**src/rtl/cde_inverse_scanner_if.sv**
```systemverilog
`default_nettype none
// ============================================================================
// Module   : cde_inverse_scanner_if
// Brief    : Request / result handshake bundle for the {c,d,e} inverse scanner
// Revision : 1.0
// ============================================================================
interface cde_inverse_scanner_if;
    logic       req_valid;
    logic       req_ready;
    logic [2:0] req_target;
    logic       m_valid;
    logic       m_ready;
    logic [3:0] m_code;
    logic       busy;
    logic       done;
    logic [4:0] match_count;

    modport master (
        output req_valid, req_target, m_ready,
        input  req_ready, m_valid, m_code, busy, done, match_count
    );

    modport slave (
        input  req_valid, req_target, m_ready,
        output req_ready, m_valid, m_code, busy, done, match_count
    );
endinterface
`default_nettype wire

```
**src/rtl/cde_inverse_scanner.sv**
```systemverilog
`default_nettype none
// ============================================================================
// Module   : cde_inverse_scanner
// Brief    : Scans all 16 {x,y,w,z} codes and streams those decoding to a target
// Revision : 1.0
// ============================================================================
module cde_inverse_scanner #(
    parameter bit DESCENDING = 1'b0
) (
    input  logic                        clk,
    input  logic                        reset,
    cde_inverse_scanner_if.slave        bus
);
    typedef enum logic [1:0] {
        S_IDLE = 2'd0,
        S_SCAN = 2'd1,
        S_EMIT = 2'd2,
        S_DONE = 2'd3
    } state_t;

    localparam logic [3:0] C_FIRST = DESCENDING ? 4'd15 : 4'd0;
    localparam logic [3:0] C_LAST  = DESCENDING ? 4'd0  : 4'd15;

    function automatic logic [2:0] decode(input logic [3:0] code);
        logic [2:0] f;
        case (code)
            4'd0:    f = 3'b010;
            4'd1:    f = 3'b101;
            4'd2:    f = 3'b111;
            4'd3:    f = 3'b001;
            4'd4:    f = 3'b000;
            4'd5:    f = 3'b010;
            4'd6:    f = 3'b111;
            4'd7:    f = 3'b110;
            4'd8:    f = 3'b001;
            4'd9:    f = 3'b100;
            4'd10:   f = 3'b110;
            4'd11:   f = 3'b100;
            4'd12:   f = 3'b000;
            4'd13:   f = 3'b010;
            4'd14:   f = 3'b001;
            default: f = 3'b000;
        endcase
        return f;
    endfunction

    state_t     r_state;
    logic [3:0] r_idx;
    logic [2:0] r_target;
    logic [4:0] r_count;
    logic       r_req_ready;
    logic       r_m_valid;
    logic [3:0] r_m_code;
    logic       r_busy;
    logic       r_done;
    logic [4:0] r_match_count;

    logic       w_last;
    logic       w_hit;
    logic [3:0] w_next;

    assign w_last = (r_idx == C_LAST);
    assign w_hit  = (decode(r_idx) == r_target);
    assign w_next = DESCENDING ? (r_idx - 4'd1) : (r_idx + 4'd1);

    // match_count is loaded on entry to DONE so it is valid alongside the done pulse
    always_ff @(posedge clk) begin
        if (reset) begin
            r_state       <= S_IDLE;
            r_idx         <= 4'd0;
            r_target      <= 3'd0;
            r_count       <= 5'd0;
            r_req_ready   <= 1'b1;
            r_m_valid     <= 1'b0;
            r_m_code      <= 4'd0;
            r_busy        <= 1'b0;
            r_done        <= 1'b0;
            r_match_count <= 5'd0;
        end else begin
            r_done <= 1'b0;
            case (r_state)
                S_IDLE: begin
                    if (bus.req_valid && r_req_ready) begin
                        r_target    <= bus.req_target;
                        r_idx       <= C_FIRST;
                        r_count     <= 5'd0;
                        r_req_ready <= 1'b0;
                        r_busy      <= 1'b1;
                        r_state     <= S_SCAN;
                    end
                end
                S_SCAN: begin
                    if (w_hit) begin
                        r_m_code  <= r_idx;
                        r_m_valid <= 1'b1;
                        r_state   <= S_EMIT;
                    end else if (w_last) begin
                        r_match_count <= r_count;
                        r_done        <= 1'b1;
                        r_state       <= S_DONE;
                    end else begin
                        r_idx <= w_next;
                    end
                end
                S_EMIT: begin
                    if (bus.m_ready) begin
                        r_count   <= r_count + 5'd1;
                        r_m_valid <= 1'b0;
                        if (w_last) begin
                            r_match_count <= r_count + 5'd1;
                            r_done        <= 1'b1;
                            r_state       <= S_DONE;
                        end else begin
                            r_idx   <= w_next;
                            r_state <= S_SCAN;
                        end
                    end
                end
                S_DONE: begin
                    r_req_ready <= 1'b1;
                    r_busy      <= 1'b0;
                    r_state     <= S_IDLE;
                end
                default: begin
                    r_state <= S_IDLE;
                end
            endcase
        end
    end

    assign bus.req_ready   = r_req_ready;
    assign bus.m_valid     = r_m_valid;
    assign bus.m_code      = r_m_code;
    assign bus.busy        = r_busy;
    assign bus.done        = r_done;
    assign bus.match_count = r_match_count;
endmodule
`default_nettype wire

```
**src/flat_wrapper.sv**
```systemverilog
// flat-port wrapper written by rule: the top's interface ports become plain ports
module cde_inverse_scanner_flat 
#(
    parameter bit DESCENDING = 1'b0
)
  (clk, reset, bus_req_valid, bus_req_target, bus_m_ready, bus_req_ready, bus_m_valid, bus_m_code, bus_busy, bus_done, bus_match_count);
  cde_inverse_scanner_if bus_i ();
  input  logic clk;
  input  logic reset;
  input wire logic [$bits(bus_i.req_valid)-1:0] bus_req_valid;
  input wire logic [$bits(bus_i.req_target)-1:0] bus_req_target;
  input wire logic [$bits(bus_i.m_ready)-1:0] bus_m_ready;
  output wire logic [$bits(bus_i.req_ready)-1:0] bus_req_ready;
  output wire logic [$bits(bus_i.m_valid)-1:0] bus_m_valid;
  output wire logic [$bits(bus_i.m_code)-1:0] bus_m_code;
  output wire logic [$bits(bus_i.busy)-1:0] bus_busy;
  output wire logic [$bits(bus_i.done)-1:0] bus_done;
  output wire logic [$bits(bus_i.match_count)-1:0] bus_match_count;
  assign bus_i.req_valid = bus_req_valid;
  assign bus_i.req_target = bus_req_target;
  assign bus_i.m_ready = bus_m_ready;
  assign bus_req_ready = bus_i.req_ready;
  assign bus_m_valid = bus_i.m_valid;
  assign bus_m_code = bus_i.m_code;
  assign bus_busy = bus_i.busy;
  assign bus_done = bus_i.done;
  assign bus_match_count = bus_i.match_count;
  cde_inverse_scanner #(.DESCENDING(DESCENDING)) u_core (.clk(clk), .reset(reset), .bus(bus_i));
endmodule
```
**config.mk**
```make
export PLATFORM = sky130hd
export DESIGN_NAME = cde_inverse_scanner_flat
export DESIGN_NICKNAME = d
export VERILOG_FILES = /design/src/rtl/cde_inverse_scanner_if.sv /design/src/rtl/cde_inverse_scanner.sv /design/src/flat_wrapper.sv
export SDC_FILE = /design/constraint.sdc
export NUM_CORES = 1
export LEC_CHECK = 0
export BUFFER_PORTS_ARGS = -buffer_cell sky130_fd_sc_hd__buf_2
export CORE_MARGIN = 2
export CORE_UTILIZATION = 36
export CTS_CLUSTER_SIZE = 20
export DETAILED_ROUTE_END_ITERATION = 12
export GPL_TIMING_DRIVEN = 0
export MAX_ROUTING_LAYER = met4
export PLACE_DENSITY = 0.6
export SLEW_MARGIN = 20
export SYNTH_ARGS = -nofsm -noshare
export SYNTH_HDL_FRONTEND = slang
export SYNTH_SLANG_ARGS = --single-unit
```
**constraint.sdc**
```tcl
create_clock -name clk -period 3.3 [get_ports clk]
set_input_delay 0.33 -clock clk [delete_from_list [all_inputs] [get_ports clk]]
set_output_delay 0.33 -clock clk [all_outputs]
set_load 0.01 [all_outputs]
```
Word level (Yosys, flattened, before mapping)
Memory sizes are Yosys's and may differ from the RTL's. A register that Yosys moved wholly into a read port is not among the register bits. Index checks and enable logic that the tools add are counted.

Flip-flop bits (word level): 27. ROM bits: 48. Input bits: 7. Output and inout bits: 13. Logic and storage cells: 71. Memories: 1.

Memory list: (no name shown) (words 16, bits a word 3, rd ports 1, clocked after Yosys merged registers in 1, write ports 0, line cde_inverse_scanner.sv:26) `case (code)`.

Add/sub/neg operators: 2. Equal/unequal tests: 12. Multiplexer cells: 32. Reduce and logical (&&, ||, !) cells: 14.

Operator list (count): two-way mux 5 bit (6); two-way mux 4 bit (6); one-hot mux 5 bit (2 select lines) (2); one-hot mux 4 bit (3 select lines) (1); two-way mux 2 bit (5); AND reduction 3 bit (3); != test 2 x 1 -> 1 bit (second input constant) (4); one-hot mux 1 bit (2 select lines) (4); one-hot mux 2 bit (4 select lines) (1); two-way mux 1 bit (7); AND reduction 2 bit (3); nonzero test 2 bit (3); adder 5 x 1 -> 5 bit (second input constant) (1); AND reduction 5 bit (1); adder 4 x 1 -> 4 bit (second input constant) (1); == test 2 bit (second input constant) (2); == test 4 bit (second input constant) (1); != test 2 bit (second input constant) (2); AND reduction 4 bit (1); == test 3 bit (1); != test 3 x 1 -> 1 bit (second input constant) (1); nonzero test 3 bit (1); == test 2 x 1 -> 1 bit (second input constant) (1); zero test 2 bit (1); logical AND 1 bit (1).

Depth between registers and ports, before layout
Gate-level depths: netlist of the first run.

Depth after elaboration: 6. Depth in mapped cells: 12. Depth with buffers taken out: 11.

Worst setup path before layout of the first run
OpenSTA, ideal clock, no wires.

Kind: flip-flop to flip-flop. Start: register u_core.r_state[0]. End: register with a tool-made name. Setup time: 0.072 ns. Arrival: 2.113 ns. Required time: 3.228 ns. Path slack: 1.116 ns. Stages on the path, launching flop included: 12. Period minus slack after synthesis: 2.184 ns. Path through: dfxtp_1 inv_1 ha_1 buf_6 nor2b_4 nor3_4 and2_4 a41o_1 inv_1 ha_1 mux2_1 mux2i_1.

RTL lines: from (decl) (line cde_inverse_scanner.sv:47) `state_t r_state;`; from (signal assigned) (line cde_inverse_scanner.sv:69) `r_state <= S_IDLE;`; from (signal assigned) (line cde_inverse_scanner.sv:89) `r_state <= S_SCAN;`; from (signal assigned) (line cde_inverse_scanner.sv:96) `r_state <= S_EMIT;`.

==> results by group, run 1 <==
Placement
  – Dpl ws: between 0.8 and 0.9 ns
  – Placed cell areas: approximately 0.0018 mm^2
  – Buffers added on ports: 19
  – GPL Wtd Cong: around 0.83
  – Post-detail-place hpwl: between 2 and 2.5 mm

Logic synthesis
  – Fraction of registers with async set/reset: 0%
  – Synth Instances: between 150 and 200
  – Number of flops mapped to enable cells by yosys: 0
  – Avg Inst Size Synth: around 8.7 um^2
  – Most frequent cell after synthesis: dfxtp_1
  – Post-synthesis register bit count: 30
  – Commonest cells post-synth: dfxtp_1 (30), nor2_1 (24), a21oi_1 (20)
  – Top FF cell, synth: dfxtp_1
  – Synth cell types: 44
  – Share of the synthesized area in the top cell type: approximately 37%
  – Seq/Total Area, Yosys: between 30% and 40%
  – Largest cells by area after synthesis: dfxtp_1 (37%), ha_1 (8.6%), a21oi_1 (6.2%)
  – Mapped Nets: 202
  – Syn. warnings: 0
  – Mapped Area: 0.00161 mm^2
  – Yosys top cell by area: dfxtp_1

Layout
  – N_diodes: 0
  – Design area: 0.00186 mm^2
  – Share of cells above drive strength 1: a little under a fifth
  – Final #Nets: approximately 230
  – Fillcell total: 460
  – Layout area overhead: 15.9%

Run
  – MaxCap Viol Count: 0

Routing
  – Final ANT Viol Nets: 0
  – Pre-Repair DR Iteration Count: 4
  – WL final: about 3.1 mm
  – DR WL/cell: roughly 12 um
  – # DRC: 0
  – DR iter-0 viols: 58
  – DR vias: 1,329
  – Via-to-Cell Ratio: 5.05

Clocking
  – Root Driver: clkbuf_8
  – CTS clk-pin slew, worst paths: 0.07 ns
  – Cts bufs inserted: 5
  – H-tree depth: 2
  – Max clock buf depth: 2
  – Setup repair bufs after CTS: 0
  – CTS tree: yes
  – CTS sink cnt: 30
  – CTS Hold Bufs: 0
  – Worst skew pair latency: about 0.28 ns
  – Post_cts resized: 0

GRT
  – Remaining global-route overflow: 0
  – Vias in the first global route: roughly 1,200
  – Largest net degree at the start of global routing: 11
  – Antenna violations before repair: 0
  – GRT Overall Usage: between 10% and 20%
  – Global-route wire length before repair: between 5 and 6 mm

Floorplan
  – Top Ports: 20
  – Die area: approximately 0.005 mm^2
  – Die Ht: ~71 um
  – Core ar.: 0.00432 mm^2
  – Die width: between 70 and 80 um
  – Initial Util: a little under two fifths
  – # rows: 24

Worst setup path
  – Critical path fanouts, max: 6
  – Crit path DAT: 2.69 ns
  – Req. time, crit path: 3.51 ns
  – Worst setup path class: reg2reg
  – Crit path launch type: register
  – Crit path capture type: register

STA
  – Setup TNS: 0 ns
  – Fin. Hold Viols: 0
  – Final Slew Violations: 0
  – Tcrit/Tclk final: around three quarters
  – Slew HR: a little under three fifths
  – Post-layout min period: 2.47 ns
  – Worst setup margin: between 0.8 and 0.9 ns
  – Final setup vio count: 0
  – Worst Skew: between 0.009 and 0.01 ns
  – RSZ-0062 raised after global routing: no
  – Max Fclk: about 0.4 GHz
  – Worst-Margin Slew: about 0.65 ns

Pwr
  – Pwr Density: around 640 mW/mm^2
  – Fraction of power consumed by sequential logic: around 37%
  – Combinational power share: a little under two fifths
  – Worst VDD drop: 0.000380 V
  – Static leakage: around 0.76 nW
  – Clock power frac: around a quarter
  – P_sw: between 0.4 and 0.5 mW
  – Pint: around 0.76 mW
  – Sw frac: about 36%

Worst hold path
  – Hold WC Path Type: in2reg

Run status
  – Status: finished, final reports clean
[layout by cell type (no fill, tap or decap), drive strengths merged]
master and n:
a31oi 1, a31o 1, a221oi 1, nand4b 1
a21o 2, inv 11, buf 22, clkinv 1
a21oi 20, nor4 1, a41o 2, and3 3
nand4 3, clkinvlp 1, o31a 1, a211oi 3
nand2b 1, mux2i 8, o21ai 8, a311oi 1
clkbuf 10, nand2 15, nand3 7, xor2 3
and2 3, and4 1, nor2 24, mux2 2
a32oi 1, nor3 3, or3 1, o21bai 1
dfxtp 30, xnor2 3, or4 1, nor2b 2
ha 11, a21boi 1
[critical path, cell delays in order, from the launching register on]
cell and delay [ns]:
dfxtp_1 0.33, inv_1 0.12, ha_1 0.28, a21boi_4 0.30, nor3_4 0.09, a311oi_1 0.39, a41o_1 0.19, inv_1 0.08
ha_1 0.21, mux2_1 0.30, mux2i_1 0.12
[worst paths after layout]
kind	from	to	slack [ns]	depth (start not counted)
worst max-delay path	u_core.r_state[0]$_SDFFE_PP0P_	register	0.83	10
worst min-delay path	bus_req_target[1]	u_core.r_target[1]$_SDFFE_PP0P_	0.28	3
worst max register to register	u_core.r_state[0]$_SDFFE_PP0P_	register	0.83	10
worst min register to register	u_core.bus.m_code[1]$_SDFFE_PP0P_	u_core.bus.m_code[1]$_SDFFE_PP0P_	0.46	2
[per-stage QoR]
stage | hold WS, ns | total power [mW] | utilization (%) | std cells
after floorplan | 0.462 | 0.805 | - | 184
after global placement | 0.445 | 0.900 | 40.9 | 255
after detailed placement | 0.451 | 0.903 | 40.9 | 255
after CTS | 0.282 | 1.21 | 43.1 | 263
after global routing | 0.296 | 1.29 | 43.1 | 263
final | 0.283 | 1.20 | 43.1 | 263
[area by class of cell]
| cell class | instances | area (um^2) | share of cell area, % |
|---|---|---|---|
| sequential | 30 | 601 | 32.2 |
| clock buffer | 6 | 82.6 | 4.43 |
| buffer | 7 | 38.8 | 2.08 |
| clock inverter | 2 | 12.5 | 0.671 |
| timing repair buffer | 19 | 95.1 | 5.10 |
| tap | 52 | 65.1 | 3.49 |
| inverter | 11 | 41.3 | 2.21 |
| multi-input combinational | 136 | 928 | 49.8 |
[sequential cells by signal (all words and copies together) (netlist names), named ones only]
signal	flops
u_core.bus.match_count	5
u_core.r_count	5
u_core.bus.done	1
u_core.r_target	3
u_core.bus.m_valid	1
u_core.bus.busy	1
u_core.r_state	2
u_core.r_idx	4
u_core.bus.req_ready	1
u_core.bus.m_code	4
[kinds of logic after synthesis]
group / share of synthesized area [%]
multiplexers: 6.38
XOR/XNOR: 3.27
adder cells (fa/ha/maj): 8.55
buffers and inverters: 4.98
AO/OA/AOI/OAI: 19.0
AND/OR/NAND/NOR: 20.5
flip-flops: 37.3
[power by group through the flow]
stage          Combinational (mW)  Clock, mW  Sequential [mW]
4_1_cts                     0.452      0.314            0.445
2_1_floorplan               0.354          0            0.451
3_5_place_dp                0.449          0            0.454
5_1_grt                     0.509      0.333            0.451
3_3_place_gp                0.448          0            0.452
6_report                    0.449      0.304            0.444
[per-layer routing]
layer  track usage [%]  part of all wire [%]
met5                 -                     0
met4              6.29                   1.8
met3              5.27                   3.9
met2              20.6                    45
met1              17.0                    49
No activity file was read; power rests on OpenSTA's default activity.
==> run 2: changes to the inputs <==
ABC_AREA = 1   (was not set)
PLACE_DENSITY = 0.62   (was 0.6)
clock period = 2 ns   (was 3.3 ns; I/O delays follow)
==> results by group, run 2 <==
STA
  – Final setup vio count: 0
  – Max Fclk: 0.515 GHz
  – WHS: around 0.14 ns
  – Worst Skew: about 0.0088 ns
  – Worst setup margin: about 0.057 ns
  – Fin. Hold Viols: 0
  – Tcrit/Tclk final: 97.2%
  – Final Slew Violations: 0
  – Worst-Margin Slew: between 0.5 and 0.6 ns
  – Post-layout min period: 1.94 ns
  – RSZ-0062 raised after global routing: yes
  – Slew HR: approximately 63%

Routing
  – # DRC: 0
  – Final ANT Viol Nets: 0
  – DR vias: approximately 1,600
  – DR WL/cell: approximately 12 um
  – Pre-Repair DR Iteration Count: 4
  – DR iter-0 viols: 30
  – WL final: around 4 mm
  – Via-to-Cell Ratio: roughly 4.9

Layout
  – Most common cell after layout, fill and taps aside: nand2_1
  – Finished Layout Cells: 330
  – Design area: between 0.002 and 0.0025 mm^2
  – N_diodes: 0
  – Most frequent cells in the layout: nand2_1 (39), inv_1 (28), dfxtp_1 (26)
  – Final #Nets: around 300
  – Layout area overhead: 29.4%
  – Share of cells above drive strength 1: around a third

GRT
  – Vias in the first global route: around 1,400
  – Antenna violations before repair: 0
  – Largest net degree at the start of global routing: 11
  – GRT Overall Usage: approximately 16%
  – Remaining global-route overflow: 0
  – Global-route wire length before repair: approximately 6.4 mm

Logic synthesis
  – Most frequent cell after synthesis: nand2_1
  – Seq/Total Area, Yosys: 34.7%
  – Share of the synthesized area in the top cell type: 34.7%
  – Mapped Area: 0.00173 mm^2
  – Avg Inst Size Synth: around 7.5 um^2
  – Fraction of registers with async set/reset: 0%
  – Number of flops mapped to enable cells by yosys: 0
  – Mapped Nets: 249
  – Commonest cells post-synth: nand2_1 (45), inv_1 (32), dfxtp_1 (30)
  – Top FF cell, synth: dfxtp_1
  – Synth Instances: around 230
  – Largest cells by area after synthesis: dfxtp_1 (35%), nand2_1 (9.8%), ha_1 (8.0%)
  – Post-synthesis register bit count: 30
  – Synth cell types: 31
  – Syn. warnings: 0
  – Yosys top cell by area: dfxtp_1

Pwr
  – Fraction of power consumed by sequential logic: about 28%
  – Tot Pwr: 3.31 mW
  – Static leakage: ~1.1 nW
  – Pwr Density: about 1500 mW/mm^2
  – P_sw: about 1.5 mW
  – Worst VDD drop: ~0.00084 V
  – Pint: 1.85 mW
  – Clock power frac: 15.3%
  – Sw frac: around 44%
  – Combinational power share: 57.0%

Worst hold path
  – Hold path start: bus_req_target[1]
  – Worst Hold End: u_core.r_target[1]$_SDFFE_PP0P_
  – Hold WC Path Type: in2reg
  – Worst hold stages: 3

Placement
  – Placed cell areas: ~0.0019 mm^2
  – Placed cells: 304
  – Dpl ws: -0.251 ns
  – Buffers added on ports: 19
  – Post-detail-place hpwl: between 2 and 3 mm
  – GPL Wtd Cong: slightly below 0.9

Worst setup path
  – Critical path fanouts, max: 5
  – Worst setup path class: reg2reg
  – Reg2reg path depth: 15
  – RR Startpoint: u_core.r_state[0]$_SDFFE_PP0P_
  – Crit path DAT: around 2.1 ns
  – Reg2reg setup slack: 0.06 ns
  – Crit path launch type: register
  – Req. time, crit path: 2.18 ns
  – Crit path capture type: register

Clocking
  – H-tree depth: 2
  – CTS sink cnt: 30
  – Root Driver: clkbuf_8
  – CTS Hold Bufs: 0
  – Cts bufs inserted: 5
  – Max clock buf depth: 2
  – Worst skew pair latency: 0.29 ns
  – CTS tree: yes
  – CTS clk-pin slew, worst paths: approximately 0.06 ns

Floorplan
  – Die Ht: approximately 73 um
  – Die width: between 70 and 80 um
  – Core ar.: approximately 0.0047 mm^2
  – Top Ports: 20
  – Initial Util: between 30 and 40%
  – Die area: ~0.0054 mm^2
  – # rows: 25

Run status
  – Status: finished, final reports clean

Run
  – MaxCap Viol Count: 0
-- run 2: changes by cell type after synthesis, sizes merged, moves of 4 or more --
cell / change
a21oi: +4
nand2: +36
nand4: +4
o21ai: +14
nor2: -14
nand3: +19
inv: +25
mux2i: -8
-- run 2: power groups by stage --
stage / combinational, mW / sequential, mW / clock, mW
2_1_floorplan: 1.17 / 0.893 / 0
3_3_place_gp: 1.43 / 0.905 / 0
3_5_place_dp: 1.45 / 0.907 / 0
4_1_cts: 1.51 / 0.899 / 0.524
5_1_grt: 2.12 / 0.945 / 0.546
6_report: 1.89 / 0.916 / 0.507
-- run 2: metrics by stage --
stage          TNS, ns  util, %
2_1_floorplan  -0.0333        -
3_3_place_gp    -0.628     41.0
3_5_place_dp    -0.694     41.0
4_1_cts              0     43.8
5_1_grt         -0.107     47.7
6_report             0     47.7
-- run 2: layout make-up --
cell class	instances	area [um^2]
buffer	2	7.51
clock buffer	7	86.3
clock inverter	1	5.00
fill	480	2450
inverter	38	153
multi-input combinational	160	1070
sequential	30	611
tap	54	67.6
timing repair buffer	38	238
-- run 2: worst max path at each step --
| stage | from | cells past startpoint | slack, ns | to |
|---|---|---|---|---|
| after floorplan | u_core.r_state[0]$_SDFFE_PP0P_ | 16 | -0.02 | register |
| after global placement | u_core.r_state[0]$_SDFFE_PP0P_ | 16 | -0.23 | register |
| after detailed placement | u_core.r_state[0]$_SDFFE_PP0P_ | 17 | -0.25 | register |
| after CTS | u_core.r_state[0]$_SDFFE_PP0P_ | 15 | 0.01 | register |
| after global routing | u_core.r_state[0]$_SDFFE_PP0P_ | 15 | -0.05 | register |
| final | u_core.r_state[0]$_SDFFE_PP0P_ | 15 | 0.06 | register |
-- run 2: cells by family after synthesis --
| group | after synthesis | synth area share [%] |
|---|---|---|
| and+or+nand+nor | 99 | 31.8 |
| adders and majority gates | 11 | 7.95 |
| buffers and inverters | 41 | 9.76 |
| AOI/OAI and AO/OA | 49 | 14.8 |
| DFF | 30 | 34.7 |
| xor gates and xnor gates | 1 | 0.940 |
-- run 2: critical path, stage by stage (launching register included) --
cell and delay, ns:
dfxtp_2 0.36, inv_4 0.05, ha_4 0.17, inv_8 0.06, or2_4 0.13, nand2_4 0.07
nor2_8 0.20, nand2_8 0.09, nand2_4 0.07, nand2_4 0.06, nor2_4 0.09, inv_2 0.06
ha_4 0.26, nand2_2 0.05, nand3_2 0.05, nand2_1 0.05
-- run 2: metal layers --
| metal | routed length [um] | global-route usage [%] | up-vias |
|---|---|---|---|
| met3 | 145 | 3.98 | 9 |
| met2 | 2030 | 25.3 | 25 |
| met4 | 93 | 7.88 | 0 |
| met1 | 1740 | 18.6 | 752 |
| li1 | - | - | 844 |
| met5 | 0 | - | - |
-- run 2: repair_timing --
action                                 4_1_cts  5_1_grt
endpoints found under the hold margin        0        0
setup endpoints to repair                    3        3
pin swaps                                    2       14
gates resized for setup                      5       24
buffers inserted                             5       14
